[src/rtl/nibble_serial_subtractor.sv]
// nibble_serial_subtractor: W-bit (W = 4*NIBBLES) subtractor computing
// Diff = A - B - Borrow by running one 4-bit subtractor slice over the
// operand, least-significant nibble first, with the borrow kept in a register.
//
// Ports:
//   Clk_in        rising-edge clock
//   Reset_in      asynchronous, active-high reset
//   Start_in      request, accepted while Ready_out = 1
//   A_in, B_in    minuend / subtrahend, sampled on the accept edge
//   Borrow_in     borrow into nibble 0, sampled on the accept edge
//   Ready_out     idle or finishing, a new request is accepted
//   Busy_out      nibble loop in progress
//   Done_out      one-cycle pulse, result outputs valid from this cycle
//   Diff_out      W-bit difference, held until the next completion
//   Borrow_out    borrow out of the top nibble (unsigned A < B + Borrow_in)
//   Zero_out      Diff_out == 0
//   Overflow_out  signed overflow of the subtraction

// subtractor_4: 4-bit subtractor slice, Diff = A - B - Borrow_in, Carry_out = borrow.
// Latency: purely combinational.
// Backpressure: none, it evaluates whatever is presented.
module subtractor_4 (
  input  logic [3:0] A_in,
  input  logic [3:0] B_in,
  input  logic       Borrow_in,
  output logic [3:0] Diff_out,
  output logic       Carry_out
);

  // A 5-bit subtraction: bit 4 goes high exactly when the nibble underflows.
  logic [4:0] full_diff;

  assign full_diff = {1'b0, A_in} - {1'b0, B_in} - {4'b0000, Borrow_in};
  assign Diff_out  = full_diff[3:0];
  assign Carry_out = full_diff[4];

endmodule

// nibble_serial_subtractor: sequential A - B - Borrow over NIBBLES nibbles.
// Latency: accept edge -> Busy for NIBBLES cycles -> Done pulse in cycle NIBBLES+1.
// Backpressure: Start_in is ignored while Busy_out = 1; a start during DONE runs back-to-back.
module nibble_serial_subtractor #(
  parameter int NIBBLES = 4
) (
  input  logic                   Clk_in,
  input  logic                   Reset_in,
  input  logic                   Start_in,
  input  logic [4*NIBBLES-1:0]   A_in,
  input  logic [4*NIBBLES-1:0]   B_in,
  input  logic                   Borrow_in,
  output logic                   Ready_out,
  output logic                   Busy_out,
  output logic                   Done_out,
  output logic [4*NIBBLES-1:0]   Diff_out,
  output logic                   Borrow_out,
  output logic                   Zero_out,
  output logic                   Overflow_out
);

  localparam int W  = 4 * NIBBLES;
  localparam int IW = (NIBBLES > 1) ? $clog2(NIBBLES) : 1;

  // Encoding chosen so each handshake output is a single flop bit:
  // Busy = bit 0, Done = bit 1, Ready = ~bit 0. No decode glitches.
  typedef enum logic [1:0] {
    ST_IDLE = 2'b00,
    ST_RUN  = 2'b01,
    ST_DONE = 2'b10
  } state_t;

  state_t          state_q;
  state_t          state_d;

  logic [W-1:0]    a_reg;
  logic [W-1:0]    b_reg;
  logic            borrow_reg;
  logic [IW-1:0]   idx_q;
  logic [W-1:0]    work_q;
  logic [W-1:0]    work_d;

  logic [3:0]      a_nib;
  logic [3:0]      b_nib;
  logic [3:0]      slice_diff;
  logic            slice_borrow;

  logic            accept;
  logic            last_nib;

  // A request is taken whenever the FSM is not mid-operation.
  assign accept   = Start_in && (state_q != ST_RUN);
  assign last_nib = (idx_q == IW'(NIBBLES - 1));

  // ---------------------------------------------------------------------------
  // FSM: state register
  // ---------------------------------------------------------------------------
  always_ff @(posedge Clk_in or posedge Reset_in) begin
    if (Reset_in) begin
      state_q <= ST_IDLE;
    end else begin
      state_q <= state_d;
    end
  end

  // ---------------------------------------------------------------------------
  // FSM: next-state logic
  // ---------------------------------------------------------------------------
  always_comb begin
    state_d = state_q;
    case (state_q)
      ST_IDLE: begin
        if (Start_in) state_d = ST_RUN;
      end
      ST_RUN: begin
        if (last_nib) state_d = ST_DONE;
      end
      ST_DONE: begin
        // A start in the completion cycle chains straight into the next run.
        state_d = Start_in ? ST_RUN : ST_IDLE;
      end
      default: state_d = ST_IDLE;
    endcase
  end

  // ---------------------------------------------------------------------------
  // FSM: outputs, taken directly from state flop bits
  // ---------------------------------------------------------------------------
  always_comb begin
    Busy_out  = state_q[0];
    Done_out  = state_q[1];
    Ready_out = ~state_q[0];
  end

  // ---------------------------------------------------------------------------
  // Nibble select: route nibble idx_q of the latched operands into the slice.
  // ---------------------------------------------------------------------------
  always_comb begin
    a_nib = 4'h0;
    b_nib = 4'h0;
    for (int i = 0; i < NIBBLES; i++) begin
      if (idx_q == IW'(i)) begin
        a_nib = a_reg[4*i +: 4];
        b_nib = b_reg[4*i +: 4];
      end
    end
  end

  subtractor_4 u_slice (
    .A_in      (a_nib),
    .B_in      (b_nib),
    .Borrow_in (borrow_reg),
    .Diff_out  (slice_diff),
    .Carry_out (slice_borrow)
  );

  // Work register with the current slice result merged in. On the last nibble
  // this is the complete difference, which is what gets published.
  always_comb begin
    work_d = work_q;
    for (int i = 0; i < NIBBLES; i++) begin
      if (idx_q == IW'(i)) begin
        work_d[4*i +: 4] = slice_diff;
      end
    end
  end

  // ---------------------------------------------------------------------------
  // Operand latch, borrow chain, nibble index and work register
  // ---------------------------------------------------------------------------
  always_ff @(posedge Clk_in or posedge Reset_in) begin
    if (Reset_in) begin
      a_reg      <= '0;
      b_reg      <= '0;
      borrow_reg <= 1'b0;
      idx_q      <= '0;
      work_q     <= '0;
    end else if (accept) begin
      a_reg      <= A_in;
      b_reg      <= B_in;
      borrow_reg <= Borrow_in;
      idx_q      <= '0;
      work_q     <= '0;
    end else if (state_q == ST_RUN) begin
      work_q     <= work_d;
      borrow_reg <= slice_borrow;
      // Explicit wrap keeps the index sane for non-power-of-two NIBBLES.
      idx_q      <= last_nib ? '0 : idx_q + IW'(1);
    end
  end

  // ---------------------------------------------------------------------------
  // Result registers: updated only on the edge that enters DONE, so partial
  // results never appear on the outputs while the loop is running.
  // ---------------------------------------------------------------------------
  always_ff @(posedge Clk_in or posedge Reset_in) begin
    if (Reset_in) begin
      Diff_out     <= '0;
      Borrow_out   <= 1'b0;
      Zero_out     <= 1'b0;
      Overflow_out <= 1'b0;
    end else if ((state_q == ST_RUN) && last_nib) begin
      Diff_out     <= work_d;
      Borrow_out   <= slice_borrow;
      Zero_out     <= (work_d == '0);
      // Signed overflow: operands of opposite sign and the result sign
      // differs from the minuend sign.
      Overflow_out <= (a_reg[W-1] ^ b_reg[W-1]) & (work_d[W-1] ^ a_reg[W-1]);
    end
  end

endmodule
[config.mk]
export PLATFORM = sky130hd
export DESIGN_NAME = nibble_serial_subtractor
export DESIGN_NICKNAME = d
export VERILOG_FILES = /design/src/rtl/nibble_serial_subtractor.sv
export SDC_FILE = /design/constraint.sdc
export NUM_CORES = 1
export LEC_CHECK = 0
export CORE_MARGIN = 2
export CORE_UTILIZATION = 35
export DETAILED_ROUTE_END_ITERATION = 7
export GPL_TIMING_DRIVEN = 0
export HOLD_SLACK_MARGIN = 0.02
export PLACE_DENSITY_LB_ADDON = 0.2
export SYNTH_ARGS = -nofsm -noshare
export SYNTH_HDL_FRONTEND = slang
export SYNTH_SLANG_ARGS = --single-unit
[constraint.sdc]
create_clock -name Clk_in -period 3.47 [get_ports Clk_in]
set_input_delay 1.041 -clock Clk_in [delete_from_list [all_inputs] [get_ports Clk_in]]
set_output_delay 1.041 -clock Clk_in [all_outputs]
set_load 0.05 [all_outputs]
Word level (Yosys, flattened, before mapping)
Cells that the tools add are included.
W data, S select, Z words.
Word-level totals
  register bits after elaboration: 72
  input bits: 36
  output and inout port bits: 22
Operators by class
  add/subtract/negate cells: 3
  equality and inequality tests: 8
  multiplexer cells: 23
  bitwise logic cells: 4
  reduce and logical (&&, ||, !) cells: 7
Operators by type and width (number)
  $mux W4: 12
  $mux W16: 2
  $logic_not A16 Y1: 1
  $mux W2: 5
  $eq A2 B2 Y1 const B: 3
  $pmux W2 S3: 1
  $sub A4 B4 Y5: 1
  $sub A5 B1 Y5: 1
  $eq A2 B1 Y1 const B: 2
  $logic_not A2 Y1: 2
  $ne A2 B2 Y1 const B: 2
  $mux W1: 3
  $add A2 B1 Y2 const B: 1
  $logic_and A1 B1 Y1: 2
  $ne A2 B1 Y1 const B: 1
  $reduce_and A2 Y1: 1
  $reduce_bool A2 Y1: 1
  $xor A1 B1 Y1: 2
  $and A1 B1 Y1: 1
  $not A1 Y1: 1

Longest topological paths before layout
  depth in word-level cells: 10
  mapped depth: 17

Hierarchy
From an unflattened synthesis, not the netlist that was laid out.
Unflattened totals
  cells, all modules: 312
  area total of the unflattened synthesis: 3424.5 sq um
By module, submodules not included
  nibble_serial_subtractor: instances 1, cells each 288, area each 3216.8 sq um, seq. area each 1726.7 sq um
  subtractor_4: instances 1, cells each 24, area each 207.7 sq um, seq. area each 0.0 sq um

Least setup slack after synthesis
No wires, ideal clock.
  path type: register -> register
  from: register idx_q[0]
  to: register Diff_out[15]
  setup time: 125 ps
  data arrival time: 3138 ps
  slack: 207 ps
  stages on the path, launching flop included: 16
  path buffers: 2
  clock period less this slack: 3263 ps
  cells stage by stage: dfrtp_1 > inv_1 > ha_1 > clkbuf_1 > buf_1 > nor2_1 > a21oi_1 > o21ai_0 > fa_1 > inv_1 > ha_1 > inv_1 > a311oi_2 > or3_4 > and2_4 > mux2_4
On the way
  longest elaborated chain between the ends: 8
  elaborated cells between the ends (all ways): 16
Ends and longest elaborated chain
  start, declared: RTL line 77  | logic [IW-1:0] idx_q;
  start signal, assigned: RTL line 186  | idx_q <= last_nib ? '0 : idx_q + IW'(1);
  $logic_not A2 Y1: RTL line 140  | if (idx_q == IW'(i)) begin
  $mux W4 (4 in a row): RTL line 140
  $sub A4 B4 Y5: RTL line 33  | assign full_diff = {1'b0, A_in} - {1'b0, B_in} - {4'b0000, Borrow_in};
  $sub A5 B1 Y5: RTL line 33
  $mux W4: RTL line 160  | if (idx_q == IW'(i)) begin
  end signal, assigned: RTL line 201  | Diff_out <= work_d;
  end, declared: RTL line 54  | output logic [4*NIBBLES-1:0] Diff_out,
Several ways; a longest one is shown, not always the timed one.
A chain may end at the register's enable or synchronous reset.

Worst setup path in the final report
  from: register idx_q[1]
  to: register work_q[3]
On the way
  longest elaborated chain between the ends: 10
  elaborated cells between the ends (all ways): 17
Ends and longest elaborated chain
  $logic_not A2 Y1: RTL line 140, 160
  $mux W4 (4 in a row): RTL line 140
  $sub A4 B4 Y5: RTL line 33
  $sub A5 B1 Y5: RTL line 33
  $mux W4 (*): RTL line 160
  $mux W16 (*): RTL line 182  | end else if (state_q == ST_RUN) begin
  $mux W16 (*): RTL line 176  | end else if (accept) begin
  end signal, assigned: RTL line 183  | work_q <= work_d;
  end, declared: RTL line 78  | logic [W-1:0] work_q;
Mark *: on every way between the ends. The rest lies on a longest branch, timed or not. The select of a mux whose other input is x is not followed.

==> flow_summary.ini <==
[yosys]
ys_dominant_reg_cell = dfrtp_1
synth_warn = 0
synth-seq-cells = 72
yosys.area_share.adder_pct = 4.05
syn-cell-area_um2 = 3460
post_synth_mux_area_share_pct = 12.9
synth_seq_area_share_pct = 52.1
synth_compound_gate_area_share_pct = 15.0
synth.most_common_cell = dfrtp_1
largest_family_of_logic_cells_by_synthesized_area = compound AO/OA/AOI/OAI gates
yosys-top-cells-area = dfrtp_1, mux2_2, o21ai_0, nand2_1, a21oi_1
synth_edf_count = 0
synthDistinctLibCells = 44
synthXorXnorAreaFrac_pct = 0.759
yosysTopAreaCellShare_pct = 52.1
avgSynthCellArea_um2 = 11.1
ys_async_sr_fraction_pct = 100
synth_fp_nets = 358
post_synth_inst_count = 312
ys_top_cells_by_count = dfrtp_1, mux2_2, nand2_1
synth_simple_gate_area_share_pct = 11.2
yosysTopAreaCell = dfrtp_1

[route]
drt-pass1-iter-count = 4
wire_length_reported_by_the_detailed_router_mm = 8.13
ant_nets = 0
count_of_unresolved_drc_violations_after_routing = 0
num_vias = 2586
routed_wire_length_per_instance_um = 15.7
vias_per_cell = 4.98
initialDrtViolationCount = 119

[global_route]
total_grt_usage_pct = 16.3
grt_max_degree = 54
grt_remaining_overflow = 0
global_route_wire_length_before_repair_mm = 12.9
grt_antenna_before_repair = 0
number_of_global_route_vias_before_repair = 2510

[placement]
detailed_place.area_um2 = 4230
finalWeightedCongestion = 0.840
port-buffer-count = 57
detailedPlacementHpwl_mm = 5.93

[timing]
finalMaxSlewViolations = 0
skew_ns = 0.00687
period_share_pct = 94.0
hold_viol_final = 0
finalCriticalPeriod_ns = 3.26
fin_setup_tns_ns = 0
relative_slew_margins_pct = 57.8
rsz0062_at_grt = false
timing_worst_slew_pin_value_ns = 0.633
fin_hold_ws_ns = 0.478
achievable-frequency_ghz = 0.307
setup-violations-final = 0

[floorplanning]
die_height_um = 103
initial_utilization_pct = 35.7
rows = 36
core_area_um2 = 9680
overall_die_area_um2 = 10700
die_w_um = 103
io_pins = 58

[cells_and_area]
multi_input_comb_area_um2 = 1540
number_of_diodes = 0
count_of_nets_after_finishing = 427
drive_gt1_share_pct = 19.7
design_area_um2 = 4480
area_growth_syn_to_layout_pct = 29.3
area_taken_by_flip_flops_and_latches_um2 = 1800
fill_cells = 937

[clock_network]
cts.sink_count = 72
clock_tree.htree_level_count = 3
root_buffer = clkbuf_8
cts_made_buffers = 9
cts_tree = done
cts_hold_buf = 0
clk_pin_slew_ns = 0.07
max-clock-path-buffers = 2
worst_skew_pair.late_latency_ns = 0.35

[setup_path]
worstPathArrival_ns = 3.50
path_class = flip-flop to flip-flop
timing.critical_path.to_type = flip-flop
critical_path.startpoint_type = flip-flop
timing.critical_path.fanout_max = 10
timing.critical_path.required_ns = 3.71

[status]
outcome = complete, no violations

[flow_run]
maxCapViolCount = 0

[hold_path]
min_path_type = flip-flop to flip-flop
[cell usage in the layout (no fill, tap or decap), types with 3 or more instances in the layout]
master,count
o21ai_0,23
mux2_2,33
clkbuf_8,11
mux2i_1,6
buf_4,4
clkbuf_1,9
nor2b_1,5
nor3_1,4
nor2_1,11
a22o_1,6
buf_2,4
dfrtp_1,72
a32o_1,7
nand2_1,31
nand3b_1,5
nand3_1,4
clkdlybuf4s50_1,57
a22oi_1,3
nand2b_1,3
a31oi_1,4
o21ai_1,4
a21oi_1,22
ha_1,8
inv_1,11
[layout make-up]
type | instances | area share [%]
Multi-Input combinational cell | 206 | 34.4
Tap cell | 133 | 3.72
Buffer | 19 | 2.43
Timing Repair Buffer | 59 | 13.5
Inverter | 14 | 1.23
Clock inverter | 3 | 0.895
Sequential cell | 72 | 40.3
Clock buffer | 13 | 3.55
[logic make-up after synthesis]
kind of cell | Yosys count
AOI/OAI and AO/OA | 79
xor gates and xnor gates | 3
adders and majority gates | 10
buffers and inverters | 34
DFF | 72
muxes | 40
and+or+nand+nor | 74
[metal layers]
metal | part of all wire (%) | vias to the layer above | global-route usage (%)
li1 | - | 1246 | -
met1 | 44 | 1241 | 20.7
met2 | 49 | 84 | 26.6
met3 | 5.3 | 15 | 3.97
met4 | 2.0 | 0 | 6.78
met5 | 0 | - | 0
[repair_timing]
action,4_1_cts,5_1_grt
gates cloned,0,0
buffers inserted,0,1
resized for setup,10,20
pin swaps,0,2
endpoints found under the setup margin,28,11
[final timing paths]
check / from / endpoint / slack, ns / depth (start not counted)
max: idx_q[1]$_DFFE_PP0P_ / work_q[3]$_DFFE_PP0P_ / 0.21 / 15
min: Diff_out[6]$_DFFE_PP0P_ / Diff_out[6]$_DFFE_PP0P_ / 0.48 / 2
max reg2reg: idx_q[1]$_DFFE_PP0P_ / work_q[3]$_DFFE_PP0P_ / 0.21 / 15
min reg2reg: Diff_out[6]$_DFFE_PP0P_ / Diff_out[6]$_DFFE_PP0P_ / 0.48 / 2
max in group asynchronous: Reset_in / borrow_reg$_DFFE_PP0P_ / 1.94 / 3
min in group asynchronous: Reset_in / Diff_out[1]$_DFFE_PP0P_ / 0.99 / 2
[worst max-delay path, cell delays in order (launching register included)]
cell and delay, ns:
dfrtp_1 0.41, inv_1 0.11, ha_1 0.15, buf_4 0.17, clkbuf_4 0.24, nand3b_1 0.09, a21oi_1 0.15, a21oi_1 0.09
nor2_1 0.12, a21oi_1 0.05, ha_1 0.27, inv_1 0.04, ha_1 0.36, or3_4 0.47, and2_4 0.21, a32o_1 0.25
[stage by stage]
step | worst slack [ns] | cells | utilization [%]
detailed placement | -0.536 | 503 | 43.7
global route | 0.0180 | 519 | 46.2
floorplan | 0.207 | 312 | -
finish | 0.207 | 519 | 46.2
CTS | 0.0140 | 518 | 45.9
global placement | -0.655 | 502 | 43.3
Power is not shown: default switching activity piles up to over one toggle a cycle in this logic, so the estimate is an artifact.
